**src/rtl/digseg_scanner_if.sv**
```systemverilog
// Display-side signal bundle for the digit scanner: new display word and controls
// in, active digit nibble, one-hot common-line enable and frame pulse out.
interface digseg_scanner_if #(
    parameter int NUM_DIGITS = 8
);
    logic [4*NUM_DIGITS-1:0] data_in;
    logic                    load;
    logic                    lz_suppress;
    logic [3:0]              nibble;
    logic [NUM_DIGITS-1:0]   digit_sel;
    logic                    frame_done;

    modport master (
        output data_in, load, lz_suppress,
        input  nibble, digit_sel, frame_done
    );

    modport slave (
        input  data_in, load, lz_suppress,
        output nibble, digit_sel, frame_done
    );
endinterface

```
**src/rtl/digseg_scanner.sv**
```systemverilog
// Time-multiplexed hex digit scanner: double-buffered display word, SHOW/GAP refresh
// schedule per digit, optional leading-zero blanking, frame-boundary-only updates.
module digseg_scanner #(
    parameter int NUM_DIGITS = 8,
    parameter int CLK_DIV    = 50000,
    parameter int GAP_CYCLES = 2
) (
    input  logic             clk,
    input  logic             rst_n,
    digseg_scanner_if.slave  bus
);
    localparam int MAX_CNT = (CLK_DIV > GAP_CYCLES) ? CLK_DIV : GAP_CYCLES;
    localparam int CW      = (MAX_CNT > 1) ? $clog2(MAX_CNT) : 1;
    localparam int IW      = $clog2(NUM_DIGITS);
    localparam int DW      = 4 * NUM_DIGITS;

    localparam logic [CW-1:0] SHOW_LAST = CW'(CLK_DIV - 1);
    localparam logic [CW-1:0] GAP_LAST  = CW'((GAP_CYCLES > 0) ? GAP_CYCLES - 1 : 0);
    localparam logic [IW-1:0] IDX_LAST  = IW'(NUM_DIGITS - 1);

    typedef enum logic {
        ST_SHOW = 1'b0,
        ST_GAP  = 1'b1
    } state_t;

    state_t           state_reg, state_next;
    logic [CW-1:0]    cnt_reg, cnt_next;
    logic [IW-1:0]    idx_reg, idx_next;
    logic [DW-1:0]    shadow_reg, disp_reg;
    logic             pending_reg;
    logic             frame_done_reg;
    logic             advance;
    logic             wrap;

    logic [3:0]             digit_w [NUM_DIGITS];
    logic [NUM_DIGITS-1:1]  tail_zero;
    logic [NUM_DIGITS-1:0]  blank_vec;

    // tail_zero[i]: digits i..NUM_DIGITS-1 are all zero; digit 0 is never blanked.
    assign blank_vec[0] = 1'b0;
    generate
        for (genvar gi = 0; gi < NUM_DIGITS; gi++) begin : g_digit
            assign digit_w[gi] = disp_reg[4*gi +: 4];
        end
        for (genvar gi = 1; gi < NUM_DIGITS; gi++) begin : g_blank
            if (gi == NUM_DIGITS - 1) begin : g_top
                assign tail_zero[gi] = (digit_w[gi] == 4'd0);
            end else begin : g_mid
                assign tail_zero[gi] = (digit_w[gi] == 4'd0) && tail_zero[gi+1];
            end
            assign blank_vec[gi] = bus.lz_suppress & tail_zero[gi];
        end
    endgenerate

    always_comb begin
        state_next = state_reg;
        cnt_next   = cnt_reg + CW'(1);
        idx_next   = idx_reg;
        advance    = 1'b0;
        case (state_reg)
            ST_SHOW: begin
                if (cnt_reg == SHOW_LAST) begin
                    cnt_next = '0;
                    if (GAP_CYCLES > 0) begin
                        state_next = ST_GAP;
                    end else begin
                        advance = 1'b1;
                    end
                end
            end
            ST_GAP: begin
                if (cnt_reg == GAP_LAST) begin
                    cnt_next   = '0;
                    state_next = ST_SHOW;
                    advance    = 1'b1;
                end
            end
            default: begin
                cnt_next   = '0;
                state_next = ST_SHOW;
            end
        endcase
        if (advance) begin
            idx_next = (idx_reg == IDX_LAST) ? '0 : idx_reg + IW'(1);
        end
        wrap = advance && (idx_reg == IDX_LAST);
    end

    always_ff @(posedge clk or negedge rst_n) begin
        if (!rst_n) begin
            state_reg <= ST_SHOW;
            cnt_reg   <= '0;
            idx_reg   <= '0;
        end else begin
            state_reg <= state_next;
            cnt_reg   <= cnt_next;
            idx_reg   <= idx_next;
        end
    end

    // A load coinciding with the wrap goes straight to disp so the new frame shows it.
    always_ff @(posedge clk or negedge rst_n) begin
        if (!rst_n) begin
            shadow_reg     <= '0;
            disp_reg       <= '0;
            pending_reg    <= 1'b0;
            frame_done_reg <= 1'b0;
        end else begin
            frame_done_reg <= wrap;
            if (wrap) begin
                if (bus.load) begin
                    disp_reg    <= bus.data_in;
                    shadow_reg  <= bus.data_in;
                    pending_reg <= 1'b0;
                end else if (pending_reg) begin
                    disp_reg    <= shadow_reg;
                    pending_reg <= 1'b0;
                end
            end else if (bus.load) begin
                shadow_reg  <= bus.data_in;
                pending_reg <= 1'b1;
            end
        end
    end

    assign bus.nibble     = digit_w[idx_reg];
    assign bus.digit_sel  = (state_reg == ST_SHOW && !blank_vec[idx_reg])
                            ? (NUM_DIGITS'(1) << idx_reg) : '0;
    assign bus.frame_done = frame_done_reg;
endmodule

```
**src/flat_wrapper.sv**
```systemverilog
// flat-port wrapper written by rule: the top's interface ports become plain ports
module digseg_scanner_flat 
#(
    parameter int NUM_DIGITS = 8,
    parameter int CLK_DIV    = 50000,
    parameter int GAP_CYCLES = 2
)
  (clk, rst_n, bus_data_in, bus_load, bus_lz_suppress, bus_nibble, bus_digit_sel, bus_frame_done);
  digseg_scanner_if #(.NUM_DIGITS(NUM_DIGITS)) bus_i ();
  input  logic clk;
  input  logic rst_n;
  input wire logic [$bits(bus_i.data_in)-1:0] bus_data_in;
  input wire logic [$bits(bus_i.load)-1:0] bus_load;
  input wire logic [$bits(bus_i.lz_suppress)-1:0] bus_lz_suppress;
  output wire logic [$bits(bus_i.nibble)-1:0] bus_nibble;
  output wire logic [$bits(bus_i.digit_sel)-1:0] bus_digit_sel;
  output wire logic [$bits(bus_i.frame_done)-1:0] bus_frame_done;
  assign bus_i.data_in = bus_data_in;
  assign bus_i.load = bus_load;
  assign bus_i.lz_suppress = bus_lz_suppress;
  assign bus_nibble = bus_i.nibble;
  assign bus_digit_sel = bus_i.digit_sel;
  assign bus_frame_done = bus_i.frame_done;
  digseg_scanner #(.NUM_DIGITS(NUM_DIGITS), .CLK_DIV(CLK_DIV), .GAP_CYCLES(GAP_CYCLES)) u_core (.clk(clk), .rst_n(rst_n), .bus(bus_i));
endmodule
```
**config.mk**
```make
export PLATFORM = sky130hd
export DESIGN_NAME = digseg_scanner_flat
export DESIGN_NICKNAME = d
export VERILOG_FILES = /design/src/rtl/digseg_scanner_if.sv /design/src/rtl/digseg_scanner.sv /design/src/flat_wrapper.sv
export SDC_FILE = /design/constraint.sdc
export NUM_CORES = 1
export LEC_CHECK = 0
export ABC_AREA = 1
export BUFFER_PORTS_ARGS = -buffer_cell sky130_fd_sc_hd__buf_2
export CORE_MARGIN = 8
export CORE_UTILIZATION = 45
export DETAILED_ROUTE_END_ITERATION = 8
export GPL_TIMING_DRIVEN = 0
export SLEW_MARGIN = 20
export SYNTH_ARGS = -nofsm -noshare
export SYNTH_HDL_FRONTEND = slang
export SYNTH_SLANG_ARGS = --single-unit
```
**constraint.sdc**
```tcl
create_clock -name clk -period 3.2 [get_ports clk]
set_input_delay 0.32 -clock clk [delete_from_list [all_inputs] [get_ports clk]]
set_output_delay 0.32 -clock clk [all_outputs]
set_load 0.05 [all_outputs]
```
==> impl_metrics.json <==
{
  "cts_max_path_buffers": 2,
  "clock_sink_count": 86,
  "die_area_um2": 13000,
  "dieWidth_um": 114,
  "yosys-mux-area-fraction": 0,
  "worst_clock_skew_ps": 12.4,
  "effective_utilization_at_floorplan": 0.466,
  "yosysTopAreaCellShare": 0.498,
  "timing.final.crit_period_ps": 2620,
  "worst_setup_path_start_kind": "flop",
  "cts.htree.levels": 3,
  "fin_crit_sh": 0.819,
  "worstHoldPathType": "primary input to flop",
  "synth.cell_area_um2": 4320,
  "post_cts_resize_count": 0,
  "timing.critical_path.slowest_stage_cell": "dfrtp_1",
  "synth_edf_count": 0,
  "synth.area.top_cells": "dfrtp_1 50%, nand2_1 18%, nand4_1 5.5%",
  "hold_path_depth": 3,
  "grt_max_degree": 49,
  "crit_path_end_kind": "output pin",
  "multi_input_comb_area_um2": 1910,
  "final_hold_viol_count": 0,
  "final-instance-count-excl-fill": 744,
  "cts_buffers": 9,
  "cell_class_contributing_the_biggest_share_of_worst_path_delay": "buffers and inverters",
  "drv.max_cap_violation_count": 0,
  "leakagePower_nw": 2.64,
  "max_stage_delay_on_crit_path_ps": 490,
  "synth_top_family_by_area": "simple AND/OR/NAND/NOR gates",
  "number_of_nets_in_the_layout": 654,
  "postRouteAntennaNets": 0,
  "synth_compound_gate_area_share": 0.0509,
  "drt_pre_antenna_iters": 5,
  "dominant_synthesized_flop_cell": "dfrtp_1",
  "worstSkewPairLatency_ps": 360,
  "detail_route.wl_per_cell_um": 14.0,
  "antenna_cells": 0,
  "syn_inst": 550,
  "syn-num-nets": 594,
  "route.detailed.vias_per_inst": 5.01,
  "yosys.area_share.xor_xnor": 0.0203,
  "first_iter_violations": 164,
  "placed_instances": 727,
  "postSynthRegisterBits": 86,
  "grt-ovfl-total": 0,
  "actual_slew_at_the_worst_max_slew_pin_ps": 528,
  "syn_avg_cell_area_um2": 7.86,
  "critPathKind": "flop to output pin",
  "gp_congestion": 0.864,
  "initial_antenna_violation_count": 0,
  "post-synth-top-area-cell": "dfrtp_1",
  "post_synth_and_or_nand_nor_area_fraction": 0.347,
  "critical_path.max_fanout": 10,
  "drc_markers": 0,
  "io_pins": 49,
  "grt_setup_unrepaired": "no",
  "cell_at_the_root_of_the_clock_tree": "clkbuf_8",
  "syn_to_final_growth_pct": 14.7,
  "synth_top_cells_by_count": "207 x nand2_1, 86 x dfrtp_1, 63 x nor2_1",
  "drive_above_1_share": 0.137,
  "clock_tree_from_tritoncts": "built",
  "fin_tns_setup_ps": 0,
  "placementRows": 35,
  "gr-usage-all-layers": 0.173,
  "standard_cell_core_area_um2": 9280,
  "max_slew_margin": 0.648,
  "fill_count": 952,
  "synth_seq_area_share": 0.498,
  "cts.clk_slew.worst_paths_ps": 90,
  "first_global_vias": 3767,
  "worstPathCellList": "inv_1, clkbuf_1, o21ai_0, o22ai_1, nor2_1, a31oi_1, buf_2",
  "maxClockFrequency_mhz": 382,
  "total_number_of_vias": 3726,
  "share_of_synthesized_flip_flops_with_an_asynchronous_set_or_reset": 1.00,
  "outcome": "complete, no violations",
  "path_buf_inv": 3,
  "wire_length_of_the_first_global_routing_pass_um": 18200,
  "synth_cell_type_count": 29,
  "timing.critical_path.depth": 7,
  "power.density_nw_per_um2": 406,
  "worst_ep_arrival_time_ps": 2300,
  "finalWirelength_um": 10400,
  "numPortBuffers": 47,
  "die_h_um": 114,
  "rr_worst_depth": 6,
  "final_max_slew_viol_count": 0,
  "worst_ir_drop_vdd_mv": 0.175,
  "synthesized_area_fraction_occupied_by_adder_cells": 0.0231,
  "worst_ep_required_time_ps": 2880,
  "synth_most_common_cell": "nand2_1",
  "seq_area_um2": 2150,
  "post-dp-hpwl_um": 7680,
  "yosysWarningCount": 0,
  "setup-violations-final": 0
}
## through the flow
step	instance area (µm²)	setup slack, ps	util	total power, mW	hold WS (ps)
finish	4960	579	0.534	2.01	184
global route	4960	399	0.534	2.10	187
CTS	4960	618	0.534	2.04	179
detailed placement	4750	1030	0.512	1.26	334
global placement	4720	1030	0.508	1.26	453
floorplan	4320	976	-	1.20	24.4
## worst register-to-register path: stages, from the launching register on
cell      delay [ps]
dfrtp_1          520
ha_1             240
ha_1             150
clkbuf_1         340
clkbuf_1         430
nand4_1          170
nand2_1          100
## logic make-up after synthesis
group,count (synthesis)
flops,86
compound gates,42
simple gates,344
buf+inv,60
xor+xnor,10
fa+ha+maj,8
## final cells by class
class                      instances  share of cell area
clock inverter                     5              0.0119
timing repair buffer              49              0.0555
inverter                          34              0.0257
sequential                        86               0.434
multi-input combinational        404               0.385
clock buffer                      11              0.0285
buffer                            26              0.0272
tap                              129              0.0325
## layout by cell type, fill, tap and decap left out, drive strengths merged, types with 2 or more instances in the layout
master / netlist / routed
dfrtp: 86 / 86
nor4: 3 / 3
a21oi: 13 / 13
buf: 9 / 57
nand4: 38 / 38
clkinvlp: 0 / 2
nor2: 69 / 69
nand2: 208 / 208
xor2: 9 / 9
a31oi: 4 / 4
clkinv: 1 / 3
inv: 33 / 33
o21ai: 22 / 22
clkbuf: 17 / 28
o22ai: 2 / 2
nor3: 4 / 4
nand3: 21 / 21
ha: 8 / 8
## metal layers
layer | global-route usage | up-vias | routed length (µm)
met3 | 0.0417 | 14 | 559
met1 | 0.237 | 1731 | 4990
met4 | 0.0470 | 0 | 129
met2 | 0.267 | 93 | 4710
met5 | 0 | - | 0
li1 | - | 1888 | -
## repair_timing
item                                    4_1_cts  5_1_grt
setup buffers                                 0        0
hold buffers                                  1        0
endpoints found under the setup margin        0        0
hold endpoints to repair                     38        0
## final timing paths
path | slack [ps] | end | from
max in group asynchronous | 2100 | u_core.bus.frame_done$_DFF_PN0_ | rst_n
setup reg to reg | 1200 | u_core.disp_reg[21]$_DFFE_PN0P_ | u_core.idx_reg[0]$_DFFE_PN0P_
min in group asynchronous | 480 | u_core.disp_reg[16]$_DFFE_PN0P_ | rst_n
setup / recovery | 580 | bus_nibble[1] | u_core.idx_reg[0]$_DFFE_PN0P_
hold / removal | 180 | u_core.shadow_reg[18]$_DFFE_PN0P_ | bus_data_in[18]
hold reg to reg | 480 | u_core.shadow_reg[16]$_DFFE_PN0P_ | u_core.shadow_reg[16]$_DFFE_PN0P_
## report_power, final
group	leakage (nW)	internal [mW]	switching [mW]	total, mW
combinational	1.42	0.0378	0.0713	0.109
sequential	1.12	1.12	0.00901	1.13
clock	0.0955	0.382	0.393	0.775
Power figures use the tool's default switching activity.
